===== config.mk =====
export PLATFORM = sky130hd
export DESIGN_NAME = ram_controller
export DESIGN_NICKNAME = d
export VERILOG_FILES = /design/src/rtl/ram_controller.sv
export SDC_FILE = /design/constraint.sdc
export NUM_CORES = 1
export LEC_CHECK = 0
export BUFFER_PORTS_ARGS = -buffer_cell sky130_fd_sc_hd__buf_2
export CAP_MARGIN = 40
export CORE_ASPECT_RATIO = 1.1
export CORE_MARGIN = 5
export CORE_UTILIZATION = 50
export DETAILED_ROUTE_END_ITERATION = 6
export GPL_TIMING_DRIVEN = 0
export PLACE_DENSITY = 0.81
export SLEW_MARGIN = 30
export SYNTH_ARGS = -nofsm -noshare
export SYNTH_HDL_FRONTEND = slang
export SYNTH_SLANG_ARGS = --single-unit

===== constraint.sdc =====
create_clock -name clk -period 2.7 [get_ports clk]
set_input_delay 0.54 -clock clk [delete_from_list [all_inputs] [get_ports clk]]
set_output_delay 0.54 -clock clk [all_outputs]
set_load 0.01 [all_outputs]

===== src/rtl/ram_controller.sv =====
// Layer weight fetcher: bursts WORDS RAM reads and forwards them as weight-register writes.
// Optional running checksum is enabled by defining RAM_CTRL_CHECKSUM_EN.
module ram_controller #(
  parameter int DATA_W = 16,
  parameter int ADDR_W = 8,
  parameter int WORDS  = 16,
  localparam int IDX_W = (WORDS > 1) ? $clog2(WORDS) : 1
) (
  input  logic              clk,
  input  logic              reset,
  input  logic              start,
  input  logic [1:0]        layer,
  input  logic [DATA_W-1:0] ram_rdata,
  output logic              ram_en,
  output logic [ADDR_W-1:0] ram_addr,
  output logic              wr_en,
  output logic [IDX_W-1:0]  wr_idx,
  output logic [DATA_W-1:0] wr_data,
  output logic              ram_done,
  output logic              busy,
  output logic              err,
  output logic [DATA_W-1:0] checksum
);

  typedef enum logic [1:0] {
    S_IDLE  = 2'd0,
    S_ISSUE = 2'd1,
    S_DRAIN = 2'd2,
    S_DONE  = 2'd3
  } state_t;

  localparam logic [IDX_W-1:0] LAST_IDX = IDX_W'(WORDS - 1);

  state_t              state_q, state_d;
  logic [ADDR_W-1:0]   addr_q, addr_d;
  logic [IDX_W-1:0]    idx_q, idx_d;
  logic [IDX_W-1:0]    wr_idx_q, wr_idx_d;
  logic                ram_en_q, ram_en_d;
  logic                wr_en_q, wr_en_d;
  logic                done_q, done_d;
  logic                busy_q, busy_d;
  logic                err_q, err_d;
  logic [DATA_W-1:0]   data_q, data_d;
  logic                accept_s;
  logic [ADDR_W-1:0]   base_s;

  assign accept_s = (state_q == S_IDLE) && start;
  assign base_s   = ADDR_W'(layer) * ADDR_W'(WORDS);

  // Next-state logic; outputs are registered from the next state so they line up with it.
  always_comb begin
    state_d = state_q;
    addr_d  = addr_q;
    idx_d   = idx_q;
    err_d   = err_q;
    case (state_q)
      S_IDLE: begin
        if (accept_s) begin
          if (layer == 2'd3) begin
            err_d   = 1'b1;
            state_d = S_DONE;
          end else begin
            addr_d  = base_s;
            idx_d   = '0;
            state_d = S_ISSUE;
          end
        end else begin
          state_d = S_IDLE;
        end
      end
      S_ISSUE: begin
        if (idx_q == LAST_IDX) begin
          state_d = S_DRAIN;
        end else begin
          idx_d  = idx_q + IDX_W'(1);
          addr_d = addr_q + ADDR_W'(1);
        end
      end
      S_DRAIN: state_d = S_DONE;
      S_DONE:  state_d = S_IDLE;
      default: state_d = S_IDLE;
    endcase

    ram_en_d = (state_d == S_ISSUE);
    wr_en_d  = ram_en_q;
    wr_idx_d = ram_en_q ? idx_q : wr_idx_q;
    done_d   = (state_d == S_DONE);
    busy_d   = (state_d != S_IDLE);
    data_d   = wr_en_q ? ram_rdata : data_q;
  end

  // State and output registers with synchronous active-low reset.
  always_ff @(posedge clk) begin
    if (!reset) begin
      state_q  <= S_IDLE;
      addr_q   <= '0;
      idx_q    <= '0;
      wr_idx_q <= '0;
      ram_en_q <= 1'b0;
      wr_en_q  <= 1'b0;
      done_q   <= 1'b0;
      busy_q   <= 1'b0;
      err_q    <= 1'b0;
      data_q   <= '0;
    end else begin
      state_q  <= state_d;
      addr_q   <= addr_d;
      idx_q    <= idx_d;
      wr_idx_q <= wr_idx_d;
      ram_en_q <= ram_en_d;
      wr_en_q  <= wr_en_d;
      done_q   <= done_d;
      busy_q   <= busy_d;
      err_q    <= err_d;
      data_q   <= data_d;
    end
  end

  assign ram_en   = ram_en_q;
  assign ram_addr = addr_q;
  assign wr_en    = wr_en_q;
  assign wr_idx   = wr_idx_q;
  // RAM data arrives in the wr_en cycle; the register only holds the last word while idle.
  assign wr_data  = wr_en_q ? ram_rdata : data_q;
  assign ram_done = done_q;
  assign busy     = busy_q;
  assign err      = err_q;

`ifdef RAM_CTRL_CHECKSUM_EN
  logic [DATA_W-1:0] cks_q, cks_d;

  // Checksum accumulates every forwarded word, restarting on each accepted request.
  always_comb begin
    cks_d = cks_q;
    if (accept_s) begin
      cks_d = '0;
    end else if (wr_en_q) begin
      cks_d = cks_q + ram_rdata;
    end else begin
      cks_d = cks_q;
    end
  end

  // Checksum register.
  always_ff @(posedge clk) begin
    if (!reset) begin
      cks_q <= '0;
    end else begin
      cks_q <= cks_d;
    end
  end

  assign checksum = cks_q;
`else
  assign checksum = '0;
`endif

endmodule

Yosys cells after proc, flatten, opt, wreduce, memory -nomap -nowiden
Index checks and enable logic that the tools add are counted.
Storage, ports and cells
  bits in registers: 39
  input port bits: 21
  logic and storage cells: 41
Operators by class
  $add $sub $neg: 2
  equality and inequality tests: 10
  multiplexer cells: 13
  reduce and logical (&&, ||, !) cells: 6
Operators with widths (number)
  2-to-1 mux 8 bit: 3
  2-to-1 mux 16 bit: 1
  one-hot mux 8 bit (2 select lines): 1
  2-to-1 mux 4 bit: 3
  adder 8 x 1 -> 8 bit, second input constant: 1
  equality test 2 bit, second input constant: 4
  one-hot mux 2 bit (4 select lines): 1
  one-hot mux 4 bit (2 select lines): 1
  2-to-1 mux 2 bit: 3
  != test 2 bit, second input constant: 3
  adder 4 x 1 -> 4 bit, second input constant: 1
  equality test 2 x 1 -> 1 bit, second input constant: 2
  equality test 4 bit, second input constant: 1
  AND reduction 4 bit: 1
  nonzero test 2 bit: 2
  AND reduction 3 bit: 1
  zero test 2 bit: 1
  logical AND 1 bit: 1

Depth between registers and ports, before layout
Gate-level depths: netlist of run 1.
  depth in word-level cells: 5
  mapped depth: 6
  mapped depth without buffers: 5

Worst setup path before layout of run 1
No wires, ideal clock.
  path type: register to output
  start point: reg wr_en_q, in the netlist wr_en
  end point: out wr_data[10]
  arrival time: 1.252 ns
  data required time: 2.160 ns
  setup slack: 0.908 ns
  stages on the path, launching flop included: 4
  cells stage by stage: dfxtp_1 > clkbuf_1 > buf_2 > mux2_2
On the way
  cells in the longest elaborated chain, start to end: 1
Ends and longest elaborated chain
  start: declaration: line 39  | logic wr_en_q, wr_en_d;
  start signal: assignment: line 111  | wr_en_q <= wr_en_d;
  2-to-1 mux 16 bit: line 124  | assign wr_data = wr_en_q ? ram_rdata : data_q;
  end: declaration: line 18  | output logic [DATA_W-1:0] wr_data,
No other way between the ends.

Worst setup path in the final report of run 1
  start point: reg wr_en_q, in the netlist wr_en
  end point: out wr_data[13]
The elaborated chain is that of the path after synthesis.

==> flow_metrics.tcl, run 1 <==
set metrics [dict create \
    synth_compound_gate_area_share 0.105 \
    clock_path_buffers 2 \
    synth_seq_area_share 0.457 \
    yosysTopAreaCell "dfxtp_1" \
    place_inst 291 \
    critPathMaxStageDelay_ns 0.38 \
    remaining_drc_errors 0 \
    clock_skew_ns 0.0102 \
    hp-class "reg2reg" \
    tns_ns 0 \
    die_x_um 65.7 \
    area_growth_pct 26.5 \
    grt_pass1_wl_mm 5.51 \
    synthTopCellsByArea "dfxtp_1 (46%), mux2_2 (11%), buf_4 (7.0%), and2_1 (6.6%), a21oi_1 (3.5%)" \
    setup_violations 0 \
    synthMuxAreaShare 0.129 \
    numCtsBuffers 5 \
    drt-pass1-iter-count 4 \
    design.core.area_um2 3330 \
    synth_edf_count 0 \
    ys_seq_elements 39 \
    crit_path_end_kind "primary output" \
    hold_violations 0 \
    cts_tree "done" \
    p_leak_nw 1.04 \
    critPathRequiredTime_ns 2.16 \
    synthCells 175 \
    holdWs_ns 0.459 \
    post-route-period-util 0.871 \
    clkSinkCount 39 \
    p_per_area_nw_per_um2 550 \
    dieHeight_um 71.3 \
    path_common_cell "buf_2" \
    max_freq_mhz 425 \
    place_congestion 0.716 \
    hpwl_mm 2.69 \
    grt_start_max_net_pins 12 \
    crit_fanout 10 \
    synth_ff_type "dfxtp_1" \
    drv_cap 0 \
    hold_buffers 0 \
    antenna_cells 0 \
    cp_cell_sequence "clkbuf_1 > buf_2 > mux2_2 > buf_2" \
    grt_antenna_before_repair 0 \
    ios 70 \
    layout.nets 273 \
    synth_top_family_by_area "simple AND/OR/NAND/NOR gates" \
    vias 1390 \
    path_class "reg2out" \
    synth_cell_types 33 \
    clk_latency_ns 0.34 \
    rows 22 \
    grt_pass1_vias 1228 \
    cts_setup_buffers 0 \
    dieArea_um2 4690 \
    async_reset_ff_frac 0 \
    synthAdderAreaFrac 0.0146 \
    fillers 287 \
    finalNonFillerCells 298 \
    regArea_um2 781 \
    fin_crit_ns 2.35 \
    initial_core_util 0.513 \
    cts_resized 0 \
    grt_usage 0.151 \
    wl_mm 3.40 \
    status "complete, no violations" \
    via_per_inst 4.66 \
    root_buffer "clkbuf_4" \
    avgSynthCellArea_um2 9.77 \
    crit_path_top_delay_cell "mux2_2" \
    cp.arrival_ns 1.81 \
    io_buffers 53 \
    initialDrtViolationCount 26 \
    ir_worst_vdd_v 0.000281 \
    yosysTopAreaCellShare 0.457 \
    synthXorXnorAreaFrac 0.0102 \
    cp-start-kind "flip-flop" \
    synthSimpleGateAreaFrac 0.184 \
    slew_violations 0 \
    multi_input_area_um2 817 \
    rsz0062_at_grt "no" \
    htree_levels 2 \
    drive_gt1_frac 0.388 \
    overflow 0 \
    yosysWarnings 0 \
    synthesis.area_um2 1710 \
    ant_nets 0 \
    wl_per_cell_um 11.4 \
    clkSlewWorstSetupHoldPaths_ns 0.10 \
]
[layout make-up]
class / instances / share of cell area
Buffer: 23 / 0.0689
Clock buffer: 6 / 0.0191
Clock inverter: 1 / 0.0139
Inverter: 5 / 0.00868
Multi-Input combinational cell: 123 / 0.378
Sequential cell: 39 / 0.361
Tap cell: 48 / 0.0278
Timing Repair Buffer: 53 / 0.123
[per-stage QoR]
step	setup WS [ns]	power, mW	util	area (um2)
6_report	0.348	1.19	0.649	2160
3_5_place_dp	0.720	0.841	0.628	2090
4_1_cts	0.335	1.20	0.649	2160
5_1_grt	0.207	1.25	0.649	2160
2_1_floorplan	0.908	0.775	-	1770
3_3_place_gp	0.738	0.835	0.628	2090
[routing by layer]
layer / track usage / vias up / wire, um / part of all wire
met5: 0 / - / 0 / 0
met4: 0.0691 / 0 / 72 / 0.021
met3: 0.0455 / 6 / 281 / 0.083
met2: 0.234 / 54 / 1570 / 0.46
met1: 0.191 / 612 / 1480 / 0.43
li1: - / 718 / - / -
[cells by family (layout without fill, tap and decap cells)]
family | Yosys count | after routing
other | 1 | 16
flip-flops | 39 | 39
XOR/XNOR | 2 | 2
adder cells (fa/ha/maj) | 2 | 2
multiplexers | 20 | 20
buffers and inverters | 28 | 88
AND/OR/NAND/NOR | 56 | 56
AO/OA/AOI/OAI | 27 | 27
[layout by cell type (no fill, tap or decap), types with 5 or more instances in the layout]
| cell | count |
|---|---|
| nand3_1 | 8 |
| clkbuf_4 | 5 |
| inv_1 | 5 |
| and2_1 | 18 |
| nand2_1 | 7 |
| conb_1 | 16 |
| buf_2 | 55 |
| nor2_1 | 10 |
| clkbuf_1 | 6 |
| a21oi_1 | 12 |
| dfxtp_1 | 39 |
| mux2_2 | 16 |
| buf_4 | 16 |
[critical path: cells and delay by family, from the launching register on]
family	cells	cell delay, ns
flops	1	0.33
mux	1	0.38
buf+inv	3	0.77
[report_power, final]
group | internal (mW) | switching [mW] | leakage (nW) | total, mW
registers | 0.602 | 0.0196 | 0.317 | 0.622
clock network | 0.191 | 0.171 | 0.0383 | 0.362
logic | 0.0999 | 0.106 | 0.681 | 0.206
total | 0.893 | 0.297 | 1.04 | 1.19
[sequential cells by signal, summed over array words and instances, names as in the netlist]
signal and cells:
busy 1, data_q 16, err 1, idx_q 4, ram_addr 8, ram_done 1, ram_en 1, state_q 2
wr_en 1, wr_idx 4
[cells in the mapped netlist, types with 2 or more instances]
| cell type | instances |
|---|---|
| mux2_2 | 16 |
| buf_2 | 2 |
| o21ai_0 | 4 |
| inv_1 | 5 |
| dfxtp_1 | 39 |
| nor3_1 | 2 |
| and2_1 | 18 |
| buf_4 | 16 |
| a21oi_1 | 12 |
| nor2_1 | 10 |
| or4_1 | 2 |
| clkbuf_1 | 5 |
| o31ai_1 | 3 |
| xnor2_1 | 2 |
| nand3_1 | 8 |
| mux2i_1 | 4 |
| ha_1 | 2 |
| or3_1 | 4 |
| nand2_1 | 7 |
[final timing paths]
kind	slack (ns)	cells after the start	to	startpoint
hold reg to reg	0.46	2	err	err
setup reg to reg	0.99	6	idx_q[3]	idx_q[0]
setup / recovery	0.35	4	wr_data[13]	wr_en
hold / removal	0.46	2	err	err
No activity file was read; power rests on OpenSTA's default activity.
==> run 2: changes to the inputs <==
--- a/config.mk
+++ b/config.mk
@@ -9,10 +9,10 @@
 export CAP_MARGIN = 40
 export CORE_ASPECT_RATIO = 1.1
 export CORE_MARGIN = 5
-export CORE_UTILIZATION = 50
+export CORE_UTILIZATION = 47
 export DETAILED_ROUTE_END_ITERATION = 6
 export GPL_TIMING_DRIVEN = 0
-export PLACE_DENSITY = 0.81
+export PLACE_DENSITY = 0.76
 export SLEW_MARGIN = 30
 export SYNTH_ARGS = -nofsm -noshare
 export SYNTH_HDL_FRONTEND = slang
==> constraint.sdc (replaced) <==
create_clock -name clk -period 2.3 [get_ports clk]
set_input_delay 0.46 -clock clk [delete_from_list [all_inputs] [get_ports clk]]
set_output_delay 0.46 -clock clk [all_outputs]
set_load 0.01 [all_outputs]
==> run 2 against run 1 <==
- largest cell class unchanged
- largest power group unchanged
- hold slack worse by 0.0049 ns
- highest routed layer unchanged
- sequential power is 17% higher
- critical endpoint is now wr_data[14]
- non-clock buffer count stayed put
==> flow_metrics.tcl, run 2 (same netlist as run 1, synthesis figures left out) <==
set metrics [dict create \
    status "complete, no violations" \
    cp.arrival_ns 1.71 \
    hp-class "reg2reg" \
    crit_fanout 10 \
    routed.top_layer "met4" \
    holdWs_ns 0.454 \
    drv_cap 0 \
    clock_path_buffers 2 \
    die_x_um 67.5 \
    hold_buffers 0 \
    p_sw_mw 0.372 \
    dieHeight_um 73.2 \
    wl_per_cell_um 11.7 \
    vias 1382 \
    grt_antenna_before_repair 0 \
    critPathRequiredTime_ns 1.84 \
    intPower_mw 1.04 \
    ios 70 \
    slew_violations 0 \
    clk_latency_ns 0.28 \
    via_per_inst 4.59 \
    path_class "reg2out" \
    overflow 0 \
    antenna_cells 0 \
    clock_skew_ns 0.00413 \
    post-route-period-util 0.945 \
    p_comb_frac 0.172 \
    crit_path_end_kind "primary output" \
    wl_met1_mm 1.43 \
    clkSlewWorstSetupHoldPaths_ns 0.07 \
    cp-start-kind "flip-flop" \
    ir_worst_vdd_v 0.000319 \
    fillers 333 \
    layout_commonest_cell "buf_2" \
    setup_violations 0 \
    grt_pass1_vias 1359 \
    drive_gt1_frac 0.386 \
    r2r-start "idx_q[0]" \
    numCtsBuffers 5 \
    max_freq_mhz 460 \
    hold_violations 0 \
    min_to "err" \
    netSwitchingFraction 0.264 \
    initialDrtViolationCount 90 \
    layout.nets 273 \
    hold_depth 2 \
    r2r-end "idx_q[3]" \
    pwr-share-seq 0.518 \
    area_growth_pct 27.2 \
    rows 23 \
    min_from "err" \
    rsz0062_at_grt "no" \
    largest_register "data_q" \
    io_buffers 53 \
    regArea_um2 781 \
    grt_pass1_wl_mm 5.65 \
    rrSetupSlack_ns 0.62 \
    p_leak_nw 1.04 \
    hpwl_mm 2.75 \
    root_buffer "clkbuf_8" \
    cts_tree "done" \
    clkSinkCount 39 \
    place_congestion 0.727 \
    ant_nets 0 \
    power_frac_clock 0.310 \
    multi_input_area_um2 817 \
    drt-pass1-iter-count 4 \
    grt_usage 0.150 \
    initial_core_util 0.479 \
    remaining_drc_errors 0 \
    fin_crit_ns 2.17 \
    met3WireLength_um 330 \
    htree_levels 2 \
    p_per_area_nw_per_um2 648 \
    largest_reg_flops 16 \
    tns_ns 0 \
    ff2ff_path_depth 6 \
    design.core.area_um2 3570 \
    grt_start_max_net_pins 12 \
    cts_setup_buffers 0 \
    dieArea_um2 4940 \
    layout_common_cells "buf_2 (55), dfxtp_1 (39), and2_1 (18)" \
    wl_mm 3.52 \
    cts_resized 0 \
    wl_met2_mm 1.70 \
]
run 2: cell type report:
| class | instances | share of cell area |
|---|---|---|
| multi-input combinational | 123 | 0.376 |
| timing repair buffer | 53 | 0.122 |
| inverter | 5 | 0.00863 |
| clock buffer | 7 | 0.0351 |
| sequential | 39 | 0.359 |
| tap | 50 | 0.0288 |
| buffer | 23 | 0.0685 |
| clock inverter | 1 | 0.00230 |
run 2: layer usage:
metal  vias to the layer above  track usage
met1                       609        0.158
li1                        717            -
met4                         0       0.0653
met5                         -            0
met2                        50        0.257
met3                         6       0.0632
run 2: through the flow:
step / setup WS [ns] / std cells / power, mW / util / area, um2
after floorplan: 0.588 / 190 / 0.910 / - / 1770
after global placement: 0.429 / 293 / 0.981 / 0.587 / 2090
after detailed placement: 0.417 / 293 / 0.989 / 0.587 / 2090
after CTS: 0.108 / 301 / 1.42 / 0.609 / 2170
after global routing: 0.0329 / 301 / 1.48 / 0.609 / 2170
final: 0.125 / 301 / 1.41 / 0.609 / 2170
run 2: how the worst max path moves through the flow:
stage,start,end,slack (ns)
6_report,wr_en,wr_data[14],0.13
5_1_grt,wr_en,wr_data[7],0.03
4_1_cts,wr_en,wr_data[14],0.11
3_5_place_dp,wr_en,wr_data[14],0.42
3_3_place_gp,wr_en,wr_data[14],0.43
2_1_floorplan,wr_en,wr_data[10],0.59
run 2: critical path, cell delays in order (launching register included):
cell and delay (ns):
dfxtp_1 0.33, clkbuf_1 0.27, buf_2 0.31, mux2_2 0.38, buf_2 0.14
run 2: power by group through the flow:
stage               clock, mW  sequential (mW)  combinational, mW
floorplan                   0            0.748              0.162
finish                  0.437            0.730              0.243
CTS                     0.444            0.730              0.244
detailed placement          0            0.746              0.243
global placement            0            0.744              0.238
global route            0.480            0.734              0.270
